$ cat src/rtl/lcd_scanout.sv
// Scans the LCD controller's column memory one page at a time after each
// rendered frame and streams it out as row-major 1-bit pixels.
module lcd_scanout #(
    parameter int WIDTH        = 96,
    parameter int PAGES        = 8,
    parameter int READ_LATENCY = 1
) (
    input  logic       clk,
    input  logic       reset,
    input  logic       clk_ce,
    input  logic       frame_complete,
    output logic [7:0] lcd_read_x,
    output logic [3:0] lcd_read_y,
    input  logic [7:0] lcd_read_column,
    output logic       pix_valid,
    input  logic       pix_ready,
    output logic       pix_data,
    output logic [6:0] pix_x,
    output logic [5:0] pix_y,
    output logic       pix_sof,
    output logic       pix_eol,
    output logic       busy,
    output logic [7:0] dropped
);

    typedef enum logic [1:0] { IDLE, FETCH, EMIT } state_e;

    localparam logic [6:0] LAST_X    = 7'(WIDTH - 1);
    localparam logic [2:0] LAST_PAGE = 3'(PAGES - 1);

    state_e     state_q;
    logic       fc_q;
    logic       pending_q;
    logic       issue_q;
    logic [7:0] dropped_q;
    logic [2:0] page_q;
    logic [2:0] row_q;
    logic [2:0] row_d;
    logic [6:0] col_q;
    logic [6:0] col_d;
    logic [6:0] x_q;
    logic [3:0] rd_y_q;
    logic       row_end;

    logic       pix_valid_q;
    logic       pix_data_q;
    logic       pix_sof_q;
    logic       pix_eol_q;
    logic [6:0] pix_x_q;
    logic [5:0] pix_y_q;

    // pipe_*_q[i] names the address presented i+1 cycles ago; the last stage
    // lines up with the column byte that address produced.
    logic       pipe_v_q [READ_LATENCY];
    logic [6:0] pipe_x_q [READ_LATENCY];
    logic [7:0] line_q   [WIDTH];

    logic       start_req;
    logic       cap_v;
    logic [6:0] cap_x;

    assign start_req = clk_ce && frame_complete && !fc_q;
    assign cap_v     = pipe_v_q[READ_LATENCY-1];
    assign cap_x     = pipe_x_q[READ_LATENCY-1];

    always_comb begin
        col_d   = col_q + 7'd1;
        row_d   = row_q;
        row_end = 1'b0;
        if (col_q == LAST_X) begin
            col_d   = '0;
            row_d   = row_q + 3'd1;
            row_end = (row_q == 3'd7);
        end
    end

    always_ff @(posedge clk) begin
        if (cap_v) begin
            line_q[cap_x] <= lcd_read_column;
        end
    end

    // Handshake: pix_valid rises only with a complete pixel; while it is high
    // every pix_* output stays frozen until an edge sees pix_ready high, and
    // the pixel transfers on exactly that edge.
    always_ff @(posedge clk or negedge reset) begin
        if (!reset) begin
            state_q     <= IDLE;
            fc_q        <= 1'b0;
            pending_q   <= 1'b0;
            issue_q     <= 1'b0;
            dropped_q   <= '0;
            page_q      <= '0;
            row_q       <= '0;
            col_q       <= '0;
            x_q         <= '0;
            rd_y_q      <= '0;
            pix_valid_q <= 1'b0;
            pix_data_q  <= 1'b0;
            pix_sof_q   <= 1'b0;
            pix_eol_q   <= 1'b0;
            pix_x_q     <= '0;
            pix_y_q     <= '0;
            for (int i = 0; i < READ_LATENCY; i++) begin
                pipe_v_q[i] <= 1'b0;
                pipe_x_q[i] <= '0;
            end
        end else begin
            if (clk_ce) begin
                fc_q <= frame_complete;
            end

            pipe_v_q[0] <= (state_q == FETCH) && issue_q;
            pipe_x_q[0] <= x_q;
            for (int i = 1; i < READ_LATENCY; i++) begin
                pipe_v_q[i] <= pipe_v_q[i-1];
                pipe_x_q[i] <= pipe_x_q[i-1];
            end

            if (state_q != IDLE && start_req) begin
                if (!pending_q) begin
                    pending_q <= 1'b1;
                end else if (dropped_q != 8'hFF) begin
                    dropped_q <= dropped_q + 8'd1;
                end
            end

            case (state_q)
                IDLE: begin
                    if (start_req || pending_q) begin
                        // A request arriving while a pending one is consumed re-arms it.
                        pending_q <= pending_q && start_req;
                        state_q   <= FETCH;
                        page_q    <= '0;
                        x_q       <= '0;
                        issue_q   <= 1'b1;
                        rd_y_q    <= '0;
                    end
                end
                FETCH: begin
                    if (issue_q) begin
                        if (x_q == LAST_X) begin
                            issue_q <= 1'b0;
                        end else begin
                            x_q <= x_q + 7'd1;
                        end
                    end
                    if (cap_v && cap_x == LAST_X) begin
                        state_q     <= EMIT;
                        col_q       <= '0;
                        row_q       <= '0;
                        pix_valid_q <= 1'b1;
                        pix_data_q  <= line_q[0][0];
                        pix_x_q     <= '0;
                        pix_y_q     <= {page_q, 3'd0};
                        pix_sof_q   <= (page_q == 3'd0);
                        pix_eol_q   <= (LAST_X == 7'd0);
                    end
                end
                EMIT: begin
                    if (pix_ready) begin
                        col_q <= col_d;
                        row_q <= row_d;
                        if (row_end) begin
                            pix_valid_q <= 1'b0;
                            pix_sof_q   <= 1'b0;
                            pix_eol_q   <= 1'b0;
                            if (page_q == LAST_PAGE) begin
                                state_q <= IDLE;
                            end else begin
                                state_q <= FETCH;
                                page_q  <= page_q + 3'd1;
                                x_q     <= '0;
                                issue_q <= 1'b1;
                                rd_y_q  <= {1'b0, page_q + 3'd1};
                            end
                        end else begin
                            pix_data_q <= line_q[col_d][row_d];
                            pix_x_q    <= col_d;
                            pix_y_q    <= {page_q, row_d};
                            pix_sof_q  <= (page_q == 3'd0) && (row_d == 3'd0) && (col_d == 7'd0);
                            pix_eol_q  <= (col_d == LAST_X);
                        end
                    end
                end
                default: state_q <= IDLE;
            endcase
        end
    end

    assign lcd_read_x = {1'b0, x_q};
    assign lcd_read_y = rd_y_q;
    assign pix_valid  = pix_valid_q;
    assign pix_data   = pix_data_q;
    assign pix_x      = pix_x_q;
    assign pix_y      = pix_y_q;
    assign pix_sof    = pix_sof_q;
    assign pix_eol    = pix_eol_q;
    assign busy       = (state_q != IDLE);
    assign dropped    = dropped_q;

endmodule

$ cat config.mk
export PLATFORM = sky130hd
export DESIGN_NAME = lcd_scanout
export DESIGN_NICKNAME = d
export VERILOG_FILES = /design/src/rtl/lcd_scanout.sv
export SDC_FILE = /design/constraint.sdc
export NUM_CORES = 1
export LEC_CHECK = 0
export ABC_CLOCK_PERIOD_IN_PS = 4200
export BUFFER_PORTS_ARGS = -buffer_cell sky130_fd_sc_hd__buf_2
export CELL_PAD_IN_SITES_DETAIL_PLACEMENT = 1
export CELL_PAD_IN_SITES_GLOBAL_PLACEMENT = 1
export CORE_MARGIN = 1
export CORE_UTILIZATION = 26
export CTS_CLUSTER_DIAMETER = 150
export DETAILED_ROUTE_END_ITERATION = 12
export GPL_TIMING_DRIVEN = 0
export PLACE_DENSITY = 0.43
export SYNTH_ARGS = -nofsm -noshare
export SYNTH_HDL_FRONTEND = slang
export SYNTH_SLANG_ARGS = --single-unit
$ cat constraint.sdc
create_clock -name clk -period 4.2 [get_ports clk]
set_clock_uncertainty 0.1 [all_clocks]
set_input_delay 1.26 -clock clk [delete_from_list [all_inputs] [get_ports clk]]
set_output_delay 1.26 -clock clk [all_outputs]
set_load 0.02 [all_outputs]
==> summary.txt, run 1 <==
Pwr
  – Peak VDD IR: 295.1 uV
  – Clock network power share: 46.3%
  – NetSw: 3.714 mW
  – Combinational share of power: 1.6%
  – Leak: 13.14 nW
  – PD cells: 432.3 nW/um^2
  – Reg power frac: 52.1%
  – P_int: 13.65 mW
  – Sw Share: 21.38%

Global routing
  – Remaining Overflow, GRT: 0
  – Met1 GRT Util: 31.80%
  – Initial antenna violation count: 10
  – Global route hottest layer: met2
  – Met3 Use GR: 3.107%
  – First-pass GRT wire length: 212,400 um
  – GRT met2 Usage: 41.28%
  – Largest net degree at the start of global routing: 81
  – GRT Util Overall: 24.44%
  – Vias in the first global route: 23,170

Setup path
  – Startpoint class of the critical path: register
  – Critical path type: reg2reg
  – CP peak stage delay: 0.54 ns
  – Worst Path Buf+Inv: 6
  – Arr. time, crit path: 4.71 ns
  – CP Max Fanout: 10
  – Slowest CP cell: a2111o_1
  – Crit path capture type: register
  – Critical-path cell list: buf_8, inv_1, ha_1, clkbuf_8, and2_1, buf_6, buf_8, buf_6, nand3_1, nand4_1, nand4_1, nand3_1, a41oi_1, a2111o_1
  – CP required: 4.62 ns
  – Worst path top cell family by delay: buffers and inverters

Yosys
  – Post-Synthesis Cells: 2,446
  – Post-synth EDFFs: 768
  – Mean Syn Cell Area: 13.58 sq um
  – Top cells by area, synth: edfxtp_1 (69%), nand2_1 (6.7%), dfrtp_1 (4.4%)
  – Ys Warns: 0
  – Most common cell in the netlist: edfxtp_1
  – Netlist cell types: 66
  – Top_reg_cell synth: edfxtp_1
  – Post-synth ARST share: 7.022%
  – Synth Register Bits: 826
  – Commonest cells post-synth: edfxtp_1 (768), nand2_1 (591), nand3_1 (178)
  – Sequential fraction of the synthesis area: 73.80%
  – Post-synth top area share: 69.43%
  – Cell area after synthesis: 33,220 sq um
  – Synth area leader: edfxtp_1

Timing
  – Worst slew pin tran: 1.391 ns
  – Pins Over Slew Limit: 0
  – Final Cycle Share: 102.2%
  – Worst setup margin: -0.09045 ns
  – Slew margin rel.: 7.262%
  – Setup TNS: -0.09045 ns
  – Minimum clock period: 4.290 ns
  – Hold Fails Final Rpt: 0
  – Final setup viols: 1
  – FMAX: 0.2331 GHz

Place
  – Port bufs: 48
  – Placer Congestion: 0.9322
  – Dpl hpwl: 105,200 um

Die
  – Rows: 130
  – DIE AREA: 129,200 sq um
  – Placeable Area: 126,200 sq um
  – I/O pins: 51
  – Chip width: 359.4 um
  – Initial Util: 26.32%
  – Die Y: 359.4 um

Clocking
  – CTS Buf Count: 95
  – Clk_lat worst skew: 0.69 ns
  – CTS Root Cell: clkbuf_16
  – Clock Tree Buf Depth: 3
  – CTS tree: built
  – Clk sink count: 826
  – Clk slew on worst S/H paths: 0.06 ns
  – H-tree depth: 3
  – Hold buffer count at cts: 0

Routing
  – DRC violations left: 0
  – DR pass1 iterations: 5
  – Vias per inst: 5.262
  – First DRT Iteration DRCs: 2,474
  – Routed len/inst: 36.83 um
  – DRT antenna net count: 0
  – Vias post-DR: 22,910
  – DRT Wirelength: 160,400 um

Finish
  – Share of layout cells above drive strength 1: 14.95%
  – Layout Nets: 2,655
  – Fillcell total: 13,370
  – Area grow syn2layout: 20.93%
  – Final core utilization: 31.83%

Run
  – # Max-Cap Violations: 0

Hold path
  – Hold Path Class: reg2reg

Outcome
  – Failing checks: setup timing
  – Status: finished with violations
## cells by family after synthesis
kind of cell,Yosys count,share of synthesized area (%)
simple gates,1039,13.45
flops,826,73.80
compound gates,281,5.624
buf+inv,152,2.542
mux,117,3.646
xor+xnor,20,0.5499
fa+ha+maj,10,0.3767
other cells,1,0.01129
## layout make-up
| type | instances | area [sq um] | share of cell area, % |
|---|---|---|---|
| clock inverters | 43 | 340.3 | 0.8472 |
| clock buffers | 125 | 2564 | 6.382 |
| plain buffers | 142 | 1489 | 3.706 |
| flip-flops and latches | 826 | 24520 | 61.03 |
| diodes | 1 | 2.502 | 0.006229 |
| multi-input cells | 1469 | 8388 | 20.88 |
| inverters | 8 | 30.03 | 0.07475 |
| repair buffers | 90 | 778.2 | 1.937 |
| well taps | 1650 | 2064 | 5.139 |
## state kept, by name, indices dropped and copies added, names as in the netlist, 2 cells and up
| register | cells |
|---|---|
| dropped | 8 |
| lcd_read_y | 3 |
| cap_x | 7 |
| x_q | 7 |
| line_q | 768 |
| row_q | 3 |
| state_q | 2 |
| pix_y | 6 |
| col_q | 7 |
| pix_x | 7 |
## cells in the final DEF, fill, tap and decap left out, types with 6 or more instances in the layout
cell       count
nor2b_1       11
nand4_1       61
buf_16        14
clkinv_2       9
buf_6         41
o21ai_0       34
a22oi_1       11
dfrtp_1       56
clkinv_1      25
clkbuf_4      13
a32oi_1       46
nand2b_1       9
buf_4         64
a221oi_1       7
mux2i_1      109
nor4_2         8
clkbuf_16     98
o22ai_1        9
buf_12         6
xnor2_1        8
buf_2         44
and2_1         7
a31oi_1       37
and3_1         8
nor3_1        11
a21oi_1       79
nand2_1      585
clkbuf_8      14
clkbuf_1      44
nor2_1       123
ha_1          10
buf_8         16
inv_1          8
nand3_1      177
nor4_1         8
edfxtp_1     768
## worst paths after layout
| kind | from | to | slack [ns] | cells after the start |
|---|---|---|---|---|
| max | col_q[0] | pix_data | -0.09 | 14 |
| min | x_q[1] | cap_x[1] | 0.37 | 0 |
| max reg2reg | col_q[0] | pix_data | -0.09 | 14 |
| min reg2reg | x_q[1] | cap_x[1] | 0.37 | 0 |
| max in group asynchronous | reset | col_q[1] | 2.89 | 1 |
| min in group asynchronous | reset | pending_q | 0.57 | 1 |
## timing repair
| action | in CTS | in global routing |
|---|---|---|
| gates cloned | 0 | 0 |
| resized for setup | 263 | 42 |
| pin swaps | 16 | 14 |
| buffers inserted | 21 | 9 |
| setup endpoints to repair | 3 | 1 |
## power groups by stage
stage / clock network, mW / logic [mW] / registers [mW]
finish: 8.04 / 0.277 / 9.05
global route: 8.42 / 0.296 / 9.05
CTS: 8.14 / 0.279 / 9.05
detailed placement: 0 / 0.280 / 9.22
global placement: 0 / 0.243 / 9.23
floorplan: 0 / 0.0355 / 9.24
## routing by layer
layer	part of all wire (%)	up-vias
li1	-	9503
met1	42	12340
met2	49	851
met3	5.3	213
met4	3.9	4
met5	0.015	-
## metrics by stage
| step | hold slack, ns | instances | worst slack, ns | cell area [sq um] | power, mW |
|---|---|---|---|---|---|
| floorplan | 0.3713 | 2447 | 0.9701 | 33220 | 9.279 |
| global placement | 0.3578 | 4145 | -2.961 | 35530 | 9.474 |
| detailed placement | 0.3649 | 4157 | -2.827 | 35860 | 9.500 |
| CTS | 0.3765 | 4344 | 0.007960 | 39870 | 17.47 |
| global route | 0.4128 | 4353 | -0.01409 | 40170 | 17.76 |
| finish | 0.3664 | 4354 | -0.09045 | 40170 | 17.37 |
(Power assumes the default switching activity.)
==> run 2, diff against run 1 <==
- ABC_CLOCK_PERIOD_IN_PS: 4200 -> 4450
- CORE_MARGIN: 1 -> 2
- clock period: 4.2 -> 4.45 ns (I/O delays scaled with it)
==> summary.txt, run 2 (synthesis results as in run 1) <==
Outcome
  – Status: finished with violations (unchanged)
  – Failing checks: setup timing (unchanged)

Place
  – Placer Congestion: 0.9023 (was 0.9322)
  – Dpl ws: -2.641 ns (was -2.827 ns)
  – Dpl hpwl: 105,400 um (was 105,200 um)
  – Port bufs: 48 (unchanged)

Setup path
  – FF-to-FF Start: col_q[0] (unchanged)
  – CP Max Fanout: 10 (unchanged)
  – CP required: 4.90 ns (was 4.62 ns)
  – R2R setup slack: -0.005 ns (was -0.09 ns)
  – Arr. time, crit path: 4.91 ns (was 4.71 ns)
  – Crit path capture type: register (unchanged)
  – FF-to-FF path depth: 15 (was 14)
  – Startpoint class of the critical path: register (unchanged)
  – Worst r2r dst: pix_data (unchanged)
  – Critical path type: reg2reg (unchanged)

Die
  – DIE AREA: 130,600 sq um (was 129,200 sq um)
  – I/O pins: 51 (unchanged)
  – Die Y: 361.4 um (was 359.4 um)
  – Placeable Area: 127,200 sq um (was 126,200 sq um)
  – Chip width: 361.4 um (was 359.4 um)
  – Rows: 131 (was 130)
  – Initial Util: 26.12% (was 26.32%)

Hold path
  – Depth of the worst hold-timing path: 0 (unchanged)
  – Hold Path Class: reg2reg (unchanged)
  – Hold_sp: x_q[1] (unchanged)
  – Worst Hold End: cap_x[1] (unchanged)

Clocking
  – H-tree depth: 3 (unchanged)
  – Clk_lat worst skew: 0.67 ns (was 0.69 ns)
  – Clk sink count: 826 (unchanged)
  – CTS tree: built (unchanged)
  – CTS Buf Count: 93 (was 95)
  – Clk slew on worst S/H paths: 0.06 ns (about the same)
  – Hold buffer count at cts: 0 (unchanged)
  – Clock Tree Buf Depth: 3 (unchanged)
  – CTS Root Cell: clkbuf_16 (unchanged)

Global routing
  – Met1 GRT Util: 30.85% (was 31.80%)
  – GRT met2 Usage: 40.63% (was 41.28%)
  – GRT Util Overall: 24.13% (was 24.44%)
  – First-pass GRT wire length: 211,900 um (was 212,400 um)
  – Vias in the first global route: 23,160 (was 23,170)
  – Met3 Use GR: 3.962% (was 3.107%)
  – Global route hottest layer: met2 (unchanged)
  – Initial antenna violation count: 7 (was 10)
  – Remaining Overflow, GRT: 0 (unchanged)
  – Largest net degree at the start of global routing: 81 (unchanged)

Routing
  – DR pass1 iterations: 5 (unchanged)
  – DRC violations left: 0 (unchanged)
  – First DRT Iteration DRCs: 2,345 (was 2,474)
  – DRT Wirelength: 159,400 um (was 160,400 um)
  – Vias post-DR: 22,750 (was 22,910)
  – Routed len/inst: 36.67 um (was 36.83 um)
  – DRT antenna net count: 0 (unchanged)
  – Vias per inst: 5.234 (was 5.262)

Timing
  – Smallest hold slack: 0.3458 ns (was 0.3664 ns)
  – FMAX: 0.2245 GHz (was 0.2331 GHz)
  – Slew margin rel.: 7.816% (was 7.262%)
  – Pins Over Slew Limit: 0 (unchanged)
  – Final Cycle Share: 100.1% (was 102.2%)
  – Worst setup margin: -0.004739 ns (was -0.09045 ns)
  – Worst slew pin tran: 1.383 ns (was 1.391 ns)
  – Minimum clock period: 4.455 ns (was 4.290 ns)
  – Final setup viols: 1 (unchanged)
  – Setup TNS: -0.004739 ns (was -0.09045 ns)
  – Hold Fails Final Rpt: 0 (unchanged)

Finish
  – Share of layout cells above drive strength 1: 14.69% (was 14.95%)
  – Layout Nets: 2,637 (was 2,655)
  – FF/Latch Area: 24,520 sq um (unchanged)
  – Number of flip-flops in the largest register: 768 (unchanged)
  – Commonest cells after routing, fill and taps aside: edfxtp_1 (768), nand2_1 (586), nand3_1 (176) (was edfxtp_1 (768), nand2_1 (585), nand3_1 (177))
  – Area grow syn2layout: 19.55% (was 20.93%)
  – Multi-input logic area: 8270 sq um (was 8388 sq um)
  – Reg with most FFs: line_q (unchanged)
  – Commonest non-fill, non-tap cell in the layout: edfxtp_1 (unchanged)
  – Fillcell total: 13,550 (was 13,370)

Pwr
  – PD cells: 412.1 nW/um^2 (was 432.3 nW/um^2)
  – Leak: 12.96 nW (was 13.14 nW)
  – Peak VDD IR: 271.0 uV (was 295.1 uV)

Run
  – # Max-Cap Violations: 0 (unchanged)
## run 2: through the flow
stage	cells	area (sq um)	power (mW)	utilization (%)
2_1_floorplan	2447	33220	8.758	-
4_1_cts	4345	39510	16.46	31.06
3_5_place_dp	4173	35930	8.967	28.25
5_1_grt	4345	39710	16.75	31.22
6_report	4346	39710	16.36	31.22
3_3_place_gp	4157	35540	8.938	27.94
## run 2: repair_timing
action                                  4_1_cts  5_1_grt
pin swaps                                     8        7
endpoints found under the setup margin        1        1
buffers inserted                              9        0
gates resized for setup                     183       51
## run 2: critical path, stage by stage, from the launching register on
cell       delay (ns)
dfrtp_2          0.48
ha_1             0.22
clkbuf_4         0.21
and2_1           0.18
buf_4            0.17
a21o_1           0.17
buf_6            0.15
buf_12           0.17
buf_12           0.20
mux2i_1          0.15
a221oi_2         0.46
o22ai_2          0.27
a211oi_2         0.50
nor3_2           0.15
a2111oi_1        0.45
a2111o_1         0.27
## run 2: where the power goes
group          total (mW)  internal, mW  switching (mW)
clock network        7.57          4.31            3.25
registers            8.54          8.51          0.0304
logic               0.258        0.0630           0.195
total                16.4          12.9            3.48
## run 2: layout make-up
class / count / area share, %
buffer: 143 / 3.176
inverter: 8 / 0.07561
clock inverter: 38 / 0.8066
clock buffer: 126 / 6.478
antenna: 1 / 0.006301
tap: 1662 / 5.236
sequential: 826 / 61.73
timing repair buffer: 73 / 1.664
multi-input combinational: 1469 / 20.83
## run 2: worst max-delay path by stage
| stage | start | endpoint | slack, ns | cells after the start |
|---|---|---|---|---|
| 4_1_cts | col_q[0] | pix_data | 0.004 | 14 |
| 3_5_place_dp | col_q[0] | pix_data | -2.64 | 12 |
| 5_1_grt | col_q[0] | pix_data | -0.009 | 15 |
| 3_3_place_gp | col_q[0] | pix_data | -2.75 | 13 |
| 2_1_floorplan | col_q[0] | pix_data | 1.22 | 13 |
| 6_report | col_q[0] | pix_data | -0.005 | 15 |
## run 2: metal layers
| metal | share of wire, % | up-vias | wire length (um) |
|---|---|---|---|
| met2 | 48 | 819 | 76580 |
| met1 | 42 | 12220 | 67090 |
| met4 | 4.3 | 2 | 6894 |
| met5 | 0.0056 | - | 9 |
| met3 | 5.5 | 237 | 8799 |
| li1 | - | 9466 | - |
==> run 3, diff against run 2 <==
- ABC_CLOCK_PERIOD_IN_PS: 4450 -> 4600
- RECOVER_POWER: default -> 50
- SKIP_CTS_REPAIR_TIMING: default -> 1
- clock period: 4.45 -> 4.6 ns (I/O delays scaled with it)
==> summary.txt, run 3 (synthesis results as in run 1) <==
Outcome
  – Status: finished with violations (unchanged)
  – Failing checks: capacitance limit, slew limit (was setup timing)

Timing
  – Worst slew pin tran: 2.691 ns (was 1.383 ns)
  – Pins Over Slew Limit: 517 (was 0)
  – Slew margin rel.: -79.42% (was 7.816%)
  – Setup TNS: 0 ns (was -0.004739 ns)
  – Hold Fails Final Rpt: 0 (unchanged)
  – Final setup viols: 0 (was 1)
  – Minimum clock period: 4.593 ns (was 4.455 ns)
  – Final Cycle Share: 99.85% (was 100.1%)
  – Smallest hold slack: 0.3506 ns (was 0.3458 ns)
  – FMAX: 0.2177 GHz (was 0.2245 GHz)

Finish
  – Commonest non-fill, non-tap cell in the layout: edfxtp_1 (unchanged)
  – Cell area after layout: 39,220 sq um (was 39,710 sq um)
  – Area grow syn2layout: 18.08% (was 19.55%)
  – Final core utilization: 30.84% (was 31.22%)
  – Fillcell total: 13,600 (was 13,550)
  – Share of layout cells above drive strength 1: 13.80% (was 14.69%)
  – Number of flip-flops in the largest register: 768 (unchanged)
  – Layout Nets: 2,635 (was 2,637)
  – Commonest cells after routing, fill and taps aside: edfxtp_1 (768), nand2_1 (586), nand3_1 (176) (unchanged)
  – Reg with most FFs: line_q (unchanged)

Setup path
  – Startpoint class of the critical path: register (unchanged)
  – CP peak stage delay: 0.58 ns (was 0.50 ns)
  – CP Max Fanout: 10 (unchanged)
  – R2R setup slack: 0.007 ns (was -0.005 ns)
  – Worst r2r dst: pix_data (unchanged)
  – Crit path capture type: register (unchanged)
  – Critical path type: reg2reg (unchanged)
  – Slowest CP cell: clkbuf_2 (was a211oi_2)
  – CP most frequent cell: a31oi_1 (was buf_12)
  – FF-to-FF path depth: 13 (was 15)
  – Arr. time, crit path: 4.99 ns (was 4.91 ns)
  – CP required: 5.00 ns (was 4.90 ns)
  – Critical-path cell list: buf_6, inv_1, ha_1, clkbuf_4, and2_1, buf_4, clkbuf_2, a31oi_1, a31oi_1, o211ai_1, a31oi_1, nor4_1, a2111o_1 (was ha_1, clkbuf_4, and2_1, buf_4, a21o_1, buf_6, buf_12, buf_12, mux2i_1, a221oi_2, o22ai_2, a211oi_2, nor3_2, a2111oi_1, a2111o_1)
  – FF-to-FF Start: col_q[0] (unchanged)

Global routing
  – Initial antenna violation count: 8 (was 7)
  – Remaining Overflow, GRT: 0 (unchanged)
  – GRT Util Overall: 24.05% (was 24.13%)
  – Largest net degree at the start of global routing: 81 (unchanged)
  – Vias in the first global route: 23,090 (was 23,160)
  – First-pass GRT wire length: 211,200 um (was 211,900 um)

Die
  – I/O pins: 51 (unchanged)
  – Die Y: 361.4 um (unchanged)
  – Chip width: 361.4 um (unchanged)
  – DIE AREA: 130,600 sq um (unchanged)
  – Rows: 131 (unchanged)
  – Placeable Area: 127,200 sq um (unchanged)
  – Initial Util: 26.12% (unchanged)

Routing
  – Vias per inst: 5.231 (was 5.234)
  – DRT antenna net count: 0 (unchanged)
  – DRC violations left: 0 (unchanged)
  – Vias post-DR: 22,730 (was 22,750)
  – Routed len/inst: 36.64 um (was 36.67 um)
  – DRT Wirelength: 159,200 um (was 159,400 um)
  – DR pass1 iterations: 7 (was 5)
  – First DRT Iteration DRCs: 2,273 (was 2,345)

Pwr
  – Peak VDD IR: 259.8 uV (was 271.0 uV)
  – Post-route total power: 15.82 mW (was 16.36 mW)
  – PD cells: 403.3 nW/um^2 (was 412.1 nW/um^2)
  – Leak: 12.77 nW (was 12.96 nW)

Clocking
  – CTS tree: built (unchanged)
  – Clk slew on worst S/H paths: 0.06 ns (about the same)
  – Clk_lat worst skew: 0.68 ns (was 0.67 ns)
  – CTS Root Cell: clkbuf_16 (unchanged)
  – H-tree depth: 3 (unchanged)
  – Clock Tree Buf Depth: 3 (unchanged)
  – Clk sink count: 826 (unchanged)
  – CTS Buf Count: 93 (unchanged)

Place
  – Placer Congestion: 0.9023 (unchanged)
  – Dpl cell area: 35,930 sq um (unchanged)
  – Port bufs: 48 (unchanged)
  – Dpl hpwl: 105,400 um (unchanged)

Run
  – # Max-Cap Violations: 9 (was 0)

Hold path
  – Worst Hold End: cap_x[1] (unchanged)
  – Depth of the worst hold-timing path: 0 (unchanged)
  – Hold Path Class: reg2reg (unchanged)
  – Hold_sp: x_q[1] (unchanged)
[run 3: cell count changes in the layout (fill, tap and decap cells not counted), sizes merged]
| cell | delta |
|---|---|
| buf | -35 |
| diode | +2 |
| clkbuf | +33 |
[run 3: worst max-delay path, delay by kind of cell, from the launching register on]
kind	cells	cell delay [ns]
AO/OA/AOI/OAI	5	1.63
flip-flops	1	0.45
buffers and inverters	5	1.62
AND/OR/NAND/NOR	2	0.28
adder cells (fa/ha/maj)	1	0.32
[run 3: worst max-delay path by stage]
stage	startpoint	slack, ns	depth (start not counted)	end
2_1_floorplan	col_q[0]	1.37	13	pix_data
3_3_place_gp	col_q[0]	-2.60	13	pix_data
3_5_place_dp	col_q[0]	-2.49	12	pix_data
4_1_cts	col_q[0]	-2.52	12	pix_data
5_1_grt	col_q[0]	-0.05	15	pix_data
6_report	col_q[0]	0.007	13	pix_data
[run 3: per-stage QoR]
stage / std cells / setup WS (ns)
after global routing: 4343 / -0.05191
final: 4346 / 0.006765
after global placement: 4157 / -2.596
after detailed placement: 4173 / -2.491
after floorplan: 2447 / 1.370
after CTS: 4337 / -2.520
[run 3: power by group]
part | internal, mW | switching [mW]
registers | 8.24 | 0.0295
logic | 0.0407 | 0.187
clock network | 4.17 | 3.14
total | 12.5 | 3.36
[run 3: layout make-up]
class                   count  area [sq um]  area share, %
diodes                      3         7.507        0.01914
flip-flops and latches    826         24510          62.50
clock inverters            38         320.3         0.8166
repair buffers             72         441.7          1.126
plain buffers             142          1086          2.769
clock buffers             126          2572          6.559
inverters                   8         30.03        0.07656
well taps                1662          2079          5.302
multi-input cells        1469          8170          20.83
[run 3: per-layer routing]
metal  up-vias  wire length [um]  track usage [%]
li1       9479                 -                -
met1     12190             66460            30.99
met2       830             76550            40.89
met3       231              9734            3.700
met4         0              6481            8.627
met5         -                 0                0
